**src/rtl/ct_ifu_bht_pre_ctrl.sv**
```systemverilog
// ct_ifu_bht_pre_ctrl: BHT array access control (init sweep, reads, buffered 2-bit counter updates); ports: ifu read, rtu update, invalidate, array controls
module ct_ifu_bht_pre_ctrl (
  input  logic        forever_cpuclk,
  input  logic        cpurst,
  input  logic        bht_inv_req,
  output logic        bht_inv_done,
  output logic        bht_busy,
  input  logic        ifu_bht_rd_vld,
  input  logic [9:0]  ifu_bht_rd_index,
  output logic        bht_rd_data_vld,
  output logic [63:0] bht_rd_data,
  input  logic        rtu_bht_upd_vld,
  input  logic [9:0]  rtu_bht_upd_index,
  input  logic [4:0]  rtu_bht_upd_sel,
  input  logic [1:0]  rtu_bht_upd_cnt,
  input  logic        rtu_bht_upd_taken,
  output logic        bht_upd_rdy,
  output logic        bht_pre_array_clk_en,
  output logic        bht_pred_array_cen_b,
  output logic        bht_pred_array_gwen,
  output logic [9:0]  bht_pred_array_index,
  output logic [63:0] bht_pred_array_din,
  output logic [63:0] bht_pred_bwen,
  input  logic [63:0] bht_pre_data_out
);
  typedef enum logic {INIT, IDLE} state_t;
  state_t      state;
  logic [9:0]  swc;
  logic [16:0] fifo [2];
  logic        wp, rp;
  logic [1:0]  cnt;
  logic [1:0]  upd_new;
  logic [16:0] head;
  logic        idle_ok, sweep, arr_rd, arr_wr, enq, deq;
  always_comb begin
    upd_new = rtu_bht_upd_taken ? ((rtu_bht_upd_cnt == 2'd3) ? 2'd3 : rtu_bht_upd_cnt + 2'd1)
                                : ((rtu_bht_upd_cnt == 2'd0) ? 2'd0 : rtu_bht_upd_cnt - 2'd1);
    head = fifo[rp];
    // the invalidate cycle itself issues no access: reads are dropped and the buffer is flushed
    idle_ok = !cpurst && state == IDLE && !bht_inv_req;
    sweep = !cpurst && state == INIT;
    arr_rd = idle_ok && ifu_bht_rd_vld;
    arr_wr = idle_ok && !ifu_bht_rd_vld && cnt != 2'd0;
    bht_upd_rdy = !cpurst && state == IDLE && !cnt[1];
    enq = rtu_bht_upd_vld && bht_upd_rdy;
    deq = arr_wr;
    bht_busy = cpurst || state == INIT;
    bht_pred_array_cen_b = !(sweep || arr_rd || arr_wr);
    bht_pred_array_gwen = !(sweep || arr_wr);
    bht_pre_array_clk_en = !bht_pred_array_cen_b;
    bht_pred_array_index = sweep ? swc : arr_rd ? ifu_bht_rd_index : head[16:7];
    bht_pred_array_din = sweep ? {32{2'b01}} : {32{head[1:0]}};
    bht_pred_bwen = sweep ? 64'h0 : arr_wr ? ~(64'h3 << {head[6:2], 1'b0}) : {64{1'b1}};
    bht_rd_data = bht_pre_data_out;
  end
  always_ff @(posedge forever_cpuclk) begin
    if (enq) fifo[wp] <= {rtu_bht_upd_index, rtu_bht_upd_sel, upd_new};
    if (cpurst) begin
      state <= INIT;
      swc <= 10'd0;
      wp <= 1'b0;
      rp <= 1'b0;
      cnt <= 2'd0;
      bht_rd_data_vld <= 1'b0;
      bht_inv_done <= 1'b0;
    end else begin
      bht_rd_data_vld <= arr_rd;
      bht_inv_done <= 1'b0;
      if (state == INIT) begin
        swc <= bht_inv_req ? 10'd0 : swc + 10'd1;
        if (!bht_inv_req && swc == 10'd1023) begin
          state <= IDLE;
          bht_inv_done <= 1'b1;
        end
      end else if (bht_inv_req) begin
        state <= INIT;
        swc <= 10'd0;
        wp <= 1'b0;
        rp <= 1'b0;
        cnt <= 2'd0;
      end else begin
        wp <= wp ^ enq;
        rp <= rp ^ deq;
        cnt <= cnt + {1'b0, enq} - {1'b0, deq};
      end
    end
  end
endmodule
```
**config.mk**
```make
export PLATFORM = sky130hd
export DESIGN_NAME = ct_ifu_bht_pre_ctrl
export DESIGN_NICKNAME = d
export VERILOG_FILES = /design/src/rtl/ct_ifu_bht_pre_ctrl.sv
export SDC_FILE = /design/constraint.sdc
export NUM_CORES = 1
export LEC_CHECK = 0
export CAP_MARGIN = 20
export CORE_AREA = 4 4 116 118
export CTS_CLUSTER_SIZE = 40
export DETAILED_ROUTE_END_ITERATION = 8
export DIE_AREA = 0 0 120 122
export PLACE_DENSITY_LB_ADDON = 0.12
export SLEW_MARGIN = 10
export SYNTH_ARGS = -nofsm -noshare
export SYNTH_HDL_FRONTEND = slang
export SYNTH_SLANG_ARGS = --single-unit
```
**constraint.sdc**
```tcl
create_clock -name forever_cpuclk -period 3.5 [get_ports forever_cpuclk]
set_clock_uncertainty 0.1 [all_clocks]
set_input_delay 0.525 -clock forever_cpuclk [delete_from_list [all_inputs] [get_ports forever_cpuclk]]
set_output_delay 0.525 -clock forever_cpuclk [all_outputs]
set_load 0.01 [all_outputs]
```
# == Word-level counts from Yosys, hierarchy flattened ==
# Memory sizes are Yosys's and may differ from the RTL's. A register that Yosys moved wholly into a read port is not among the register bits.
# Cells that the tools add are included.
# word_totals
register_bits,17
ramBits,34
input_bits,97
out_inout_bits,209
n_memories,1
# memory_table
name,words,word_bits,read_ports,rd_ports_with_merged_regs,wr,line,source
fifo,2,17,1,1,1,29,logic [16:0] fifo [2];
# op_classes
n_addsub,5
eq_ne,3
n_shift,1
mux,21
n_bitwise,4
reduce_logical,22
# ops
cell,n
$mux W64,3
$not A64 Y64,1
$shl A2 B6 Y64 const A,1
$mux W10,5
$add A10 B1 Y10 const B,1
$eq A10 B10 Y1 const B,1
$logic_and A1 B1 Y1,9
$mux W1,9
$mux W2,4
$logic_not A1 Y1,6
$logic_or A1 B1 Y1,4
$add A2 B1 Y2,1
$add A2 B1 Y2 const B,1
$eq A2 B2 Y1 const B,1
$logic_not A2 Y1,1
$ne A2 B2 Y1 const B,1
$reduce_bool A2 Y1,1
$reduce_or A2 Y1,1
$sub A2 B1 Y2,1
$sub A2 B1 Y2 const B,1
$xor A1 B1 Y1,2
$not A1 Y1,1

# == Longest topological paths before layout ==
# logic_depth
ltp_word,9
mapped_depth,10

# == Least setup slack after synthesis ==
# No wires, ideal clock.
# synth_path
kind,input to output
from,in cpurst
to,out bht_pred_array_din[11]
arrival_ns,2.416
required_ns,2.875
path_slack_ns,0.459
stages,5
path_buffers,3
path_cell_list,buf_2 -> nor2_1 -> clkbuf_1 -> nor2_1 -> buf_4
# synth_between
elab_chain_len,3
# synth_rtl
element,line,source
from (decl),4,"input logic cpurst,"
$logic_not A1 Y1,41,sweep = !cpurst && state == INIT;
$logic_and A1 B1 Y1,41,
$mux W64,52,bht_pred_array_din = sweep ? {32{2'b01}} : {32{head[1:0]}};
to (decl),22,"output logic [63:0] bht_pred_array_din,"
# No other way between the ends.

# == Worst setup path after layout ==
# layout_path
from,in bht_inv_req
to,out bht_pred_bwen[19]
# layout_between
elab_chain_len,6
# layout_rtl
element,line,source
from (decl),5,"input logic bht_inv_req,"
$logic_not A1 Y1,40,idle_ok = !cpurst && state == IDLE && !bht_inv_req;
$logic_and A1 B1 Y1,40,
$logic_and A1 B1 Y1 (2 in series),43,arr_wr = idle_ok && !ifu_bht_rd_vld && cnt != 2'd0;
$mux W64 (2 in series),53,"bht_pred_bwen = sweep ? 64'h0 : arr_wr ? ~(64'h3 << {head[6:2], 1'b0}) : {64{1'b1}};"
to (decl),23,"output logic [63:0] bht_pred_bwen,"
# No other way between the ends.

==> impl.org <==
** Timing
- Max Slew Vio Count :: 0
- At the pin with the least slew margin, the transition time is 0.805 ns.
- The count of endpoints failing hold in the final timing report is 0.
- Summed over all failing endpoints, the final setup total negative slack is 0 ns.
- Final setup viols :: 0
- Setup repair after global routing left no endpoint under its margin.
- Max-slew headroom :: 46.0%
- The worst path in the final design needs a cycle of 3.26 ns, including I/O delays and setup.
- The worst path uses 93.1% of the clock period.
- FMAX :: 307 MHz

** Synth
- Synth area leader :: sky130_fd_sc_hd__buf_4
- By count the netlist is led by sky130_fd_sc_hd__buf_4 (160), sky130_fd_sc_hd__edfxtp_1 (34), sky130_fd_sc_hd__a31oi_1 (33).
- The number of nets handed over by synthesis was 521.
- In this run, synthesis produced a sequential element count of 52.
- Number of warnings printed during yosys synthesis :: 0
- Top-count cell post-synth :: sky130_fd_sc_hd__buf_4
- Synth top area share :: 30.0%
- Of the synthesized area, sequential elements account for 34.5%.
- Commonest register cell after synthesis :: sky130_fd_sc_hd__edfxtp_1
- Counting flops with a built-in enable in the synthesized netlist gives 34.
- Cells taking the most area after synthesis :: sky130_fd_sc_hd__buf_4 (30%), sky130_fd_sc_hd__edfxtp_1 (26%), sky130_fd_sc_hd__dfxtp_1 (9.0%)
- After synthesis, the share of flip-flops with an asynchronous set or reset is 0%.
- Yosys mapped the design onto 45 distinct sky130hd cell types.
- Number of instances in the synthesized netlist :: 419
- Mean cell area of the mapped netlist :: 9.55 sq um
- In this run the cell area of the synthesized design comes to 4000 sq um.

** Worst setup path
- Data arrives at the worst endpoint at 2.63 ns.
- Endpoint class of the critical path :: primary output
- Internal reg-to-reg setup slack :: 1.17 ns
- Reg-to-reg startpoint :: state
- Critical path required time :: 2.87 ns
- For the worst flop-to-flop path, the logic depth is 9.
- The worst setup path is launched from an input port.
- Worst-path fanout max :: 7
- The endpoint identified for the worst register-to-register timing path is cnt[1].
- Category of the most critical setup path :: in -> out

** Clock network
- The root buffer cell chosen for the clock tree is sky130_fd_sc_hd__clkbuf_16.
- CTS clock-pin slew for the worst setup and hold paths :: 0.07 ns
- The number of hold buffers added after CTS was 0.
- Maximum clock insertion buffer count :: 2
- CTS HTree Levels :: 2
- Clock tree from TritonCTS :: yes
- For this design, the sink count on the clock tree is 52.
- Clock tree synthesis inserted a total of 5 buffers.
- For the worst-skew pair, the clock arrives at the later sink with an insertion delay of 0.29 ns.

** Layout
- After the flow finishes, the layout carries non-filler instances totaling 613.
- Fill cells in the final layout number 1207.
- Compared with the post-synthesis result, the final layout area differs by 25.2%.
- After routing the design area is 5010 sq um.
- Layout cells sized above 1 :: 7.48%
- Post-layout nets :: 542
- Total inserted antenna cells :: 0

** GRT
- Wire length of the first global-routing pass :: 17.9 mm
- Overall fraction of global-route tracks in use :: 16.1%
- The number of global-route vias before repair was 2864.
- Entering global routing, the biggest net connects 37 pins.
- The number of antenna violations at the first check in global routing was 0.
- For this run the aggregate overflow at the end of global routing stands at 0.

** Die
- I/O Pins :: 306
- Area of the core :: 12500 sq um
- In this run the vertical extent of the chip is 122 microns.
- Die W :: 120 microns
- Initial core utilization :: 32.1%
- Row cnt :: 41
- Die area :: 14600 sq um

** Place
- The congestion estimate from routability-driven global placement came to 0.890.
- Number of buffer cells added on primary ports :: 177
- Placed Instances :: 605
- Placement-stage cell area :: 4830 sq um
- HPWL after DPL :: 10.3 mm

** Routing
- Final wirelength :: 12.8 mm
- Number of iterations in the first detailed-routing pass :: 5
- After detailed routing, the met2 layer carries 5.99 mm of wire.
- First-iteration detailed-routing DRC count :: 127
- Via-to-Cell Ratio :: 4.98
- In the final routing, the length of wire on met1 measures 4.83 mm.
- Met3 wire len :: 1.72 mm
- Post-DRT Antenna Nets :: 0
- Mean routed wirelength per cell :: 20.8 microns
- Number of remaining DRC errors :: 0
- Detailed routing inserted a total of 3051 vias.
- The highest metal layer carrying signal wires in the routed design is met5.

** Power and ir drop
- VDD sags by at most 197 uV.
- Leakage :: 1.66 nW
- Cell area power density :: 297 nW/um^2

** Run status
- The flow ran to the end, and the final reports show no timing, DRC or antenna violations.

** Hold path
- Along the worst hold path, the cell count comes to 2.
- The startpoint identified for the worst hold timing path is rp.
- Hold-critical path endpoint :: rp
- The worst hold path belongs to the class reg -> reg.

** Flow run
- Max-cap check violation count :: 0
final cells by class:
type	count	area, sq um	area share, %
Sequential cell	52	1380	27.6
Clock buffer	5	125	2.50
Inverter	10	37.5	0.750
Clock inverter	3	46.3	0.925
Tap cell	172	215	4.30
Multi-Input combinational cell	181	1320	26.4
Timing Repair Buffer	190	1880	37.6
what timing repair did:
action                     CTS  global route
setup endpoints to repair    0             3
gates resized for setup      0             1
buffers inserted             0             0
per-stage QoR:
step                      worst slack [ns]  total power, mW  hold slack (ns)  util [%]
after floorplan                      0.459            0.880            0.366         -
after global placement              0.0953            0.944            0.402      38.8
after detailed placement            0.0859            0.944            0.414      38.8
after CTS                           0.0816             1.51            0.424      40.1
after global routing                 0.181             1.54            0.449      40.2
final                                0.241             1.49            0.423      40.2
where the power goes:
group          internal (mW)  switching (mW)
clock network          0.340           0.219
logic                  0.162           0.113
registers              0.653         0.00156
flip-flops by register name, indices dropped and copies added, names as in the netlist, named ones only:
register         cells
state                1
rp                   1
cnt                  2
wp                   1
bht_inv_done         1
bht_rd_data_vld      1
swc                 10
fifo                34
critical path, stage by stage:
cell and delay (ns):
sky130_fd_sc_hd__clkdlybuf4s50_1 0.44, sky130_fd_sc_hd__or3b_4 0.51, sky130_fd_sc_hd__a211oi_4 0.33, sky130_fd_sc_hd__a31oi_1 0.25
sky130_fd_sc_hd__clkdlybuf4s50_1 0.56
cells by family after synthesis:
kind of cell | Yosys count | synth area share [%]
and+or+nand+nor | 83 | 11.9
muxes | 13 | 3.25
xor gates and xnor gates | 5 | 1.09
adders and majority gates | 7 | 2.06
AOI/OAI and AO/OA | 73 | 14.5
buffers and inverters | 186 | 32.7
DFF | 52 | 34.5
cells in the final DEF, fill, tap and decap left out, types with 10 or more instances in the layout:
master	count
sky130_fd_sc_hd__a31oi_1	33
sky130_fd_sc_hd__clkdlybuf4s50_1	177
sky130_fd_sc_hd__nand2_1	15
sky130_fd_sc_hd__edfxtp_1	34
sky130_fd_sc_hd__inv_1	10
sky130_fd_sc_hd__nand3_1	13
sky130_fd_sc_hd__nor2_1	11
sky130_fd_sc_hd__dfxtp_1	18
sky130_fd_sc_hd__buf_4	12
sky130_fd_sc_hd__mux2i_1	13
worst max-delay path by stage:
| stage | start | endpoint | slack [ns] |
|---|---|---|---|
| after floorplan | cpurst | bht_pred_array_din[11] | 0.46 |
| after CTS | bht_inv_req | bht_pred_bwen[19] | 0.08 |
| after global placement | bht_inv_req | bht_pred_bwen[8] | 0.1 |
| after global routing | register | bht_pred_bwen[19] | 0.18 |
| after detailed placement | bht_inv_req | bht_pred_bwen[19] | 0.09 |
| final | bht_inv_req | bht_pred_bwen[19] | 0.24 |
routing by layer:
layer	up-vias	track usage [%]
met1	1419	18.2
li1	1376	-
met2	240	26.6
met4	2	3.44
met3	14	8.59
met5	-	4.17
Power figures use the tool's default switching activity.
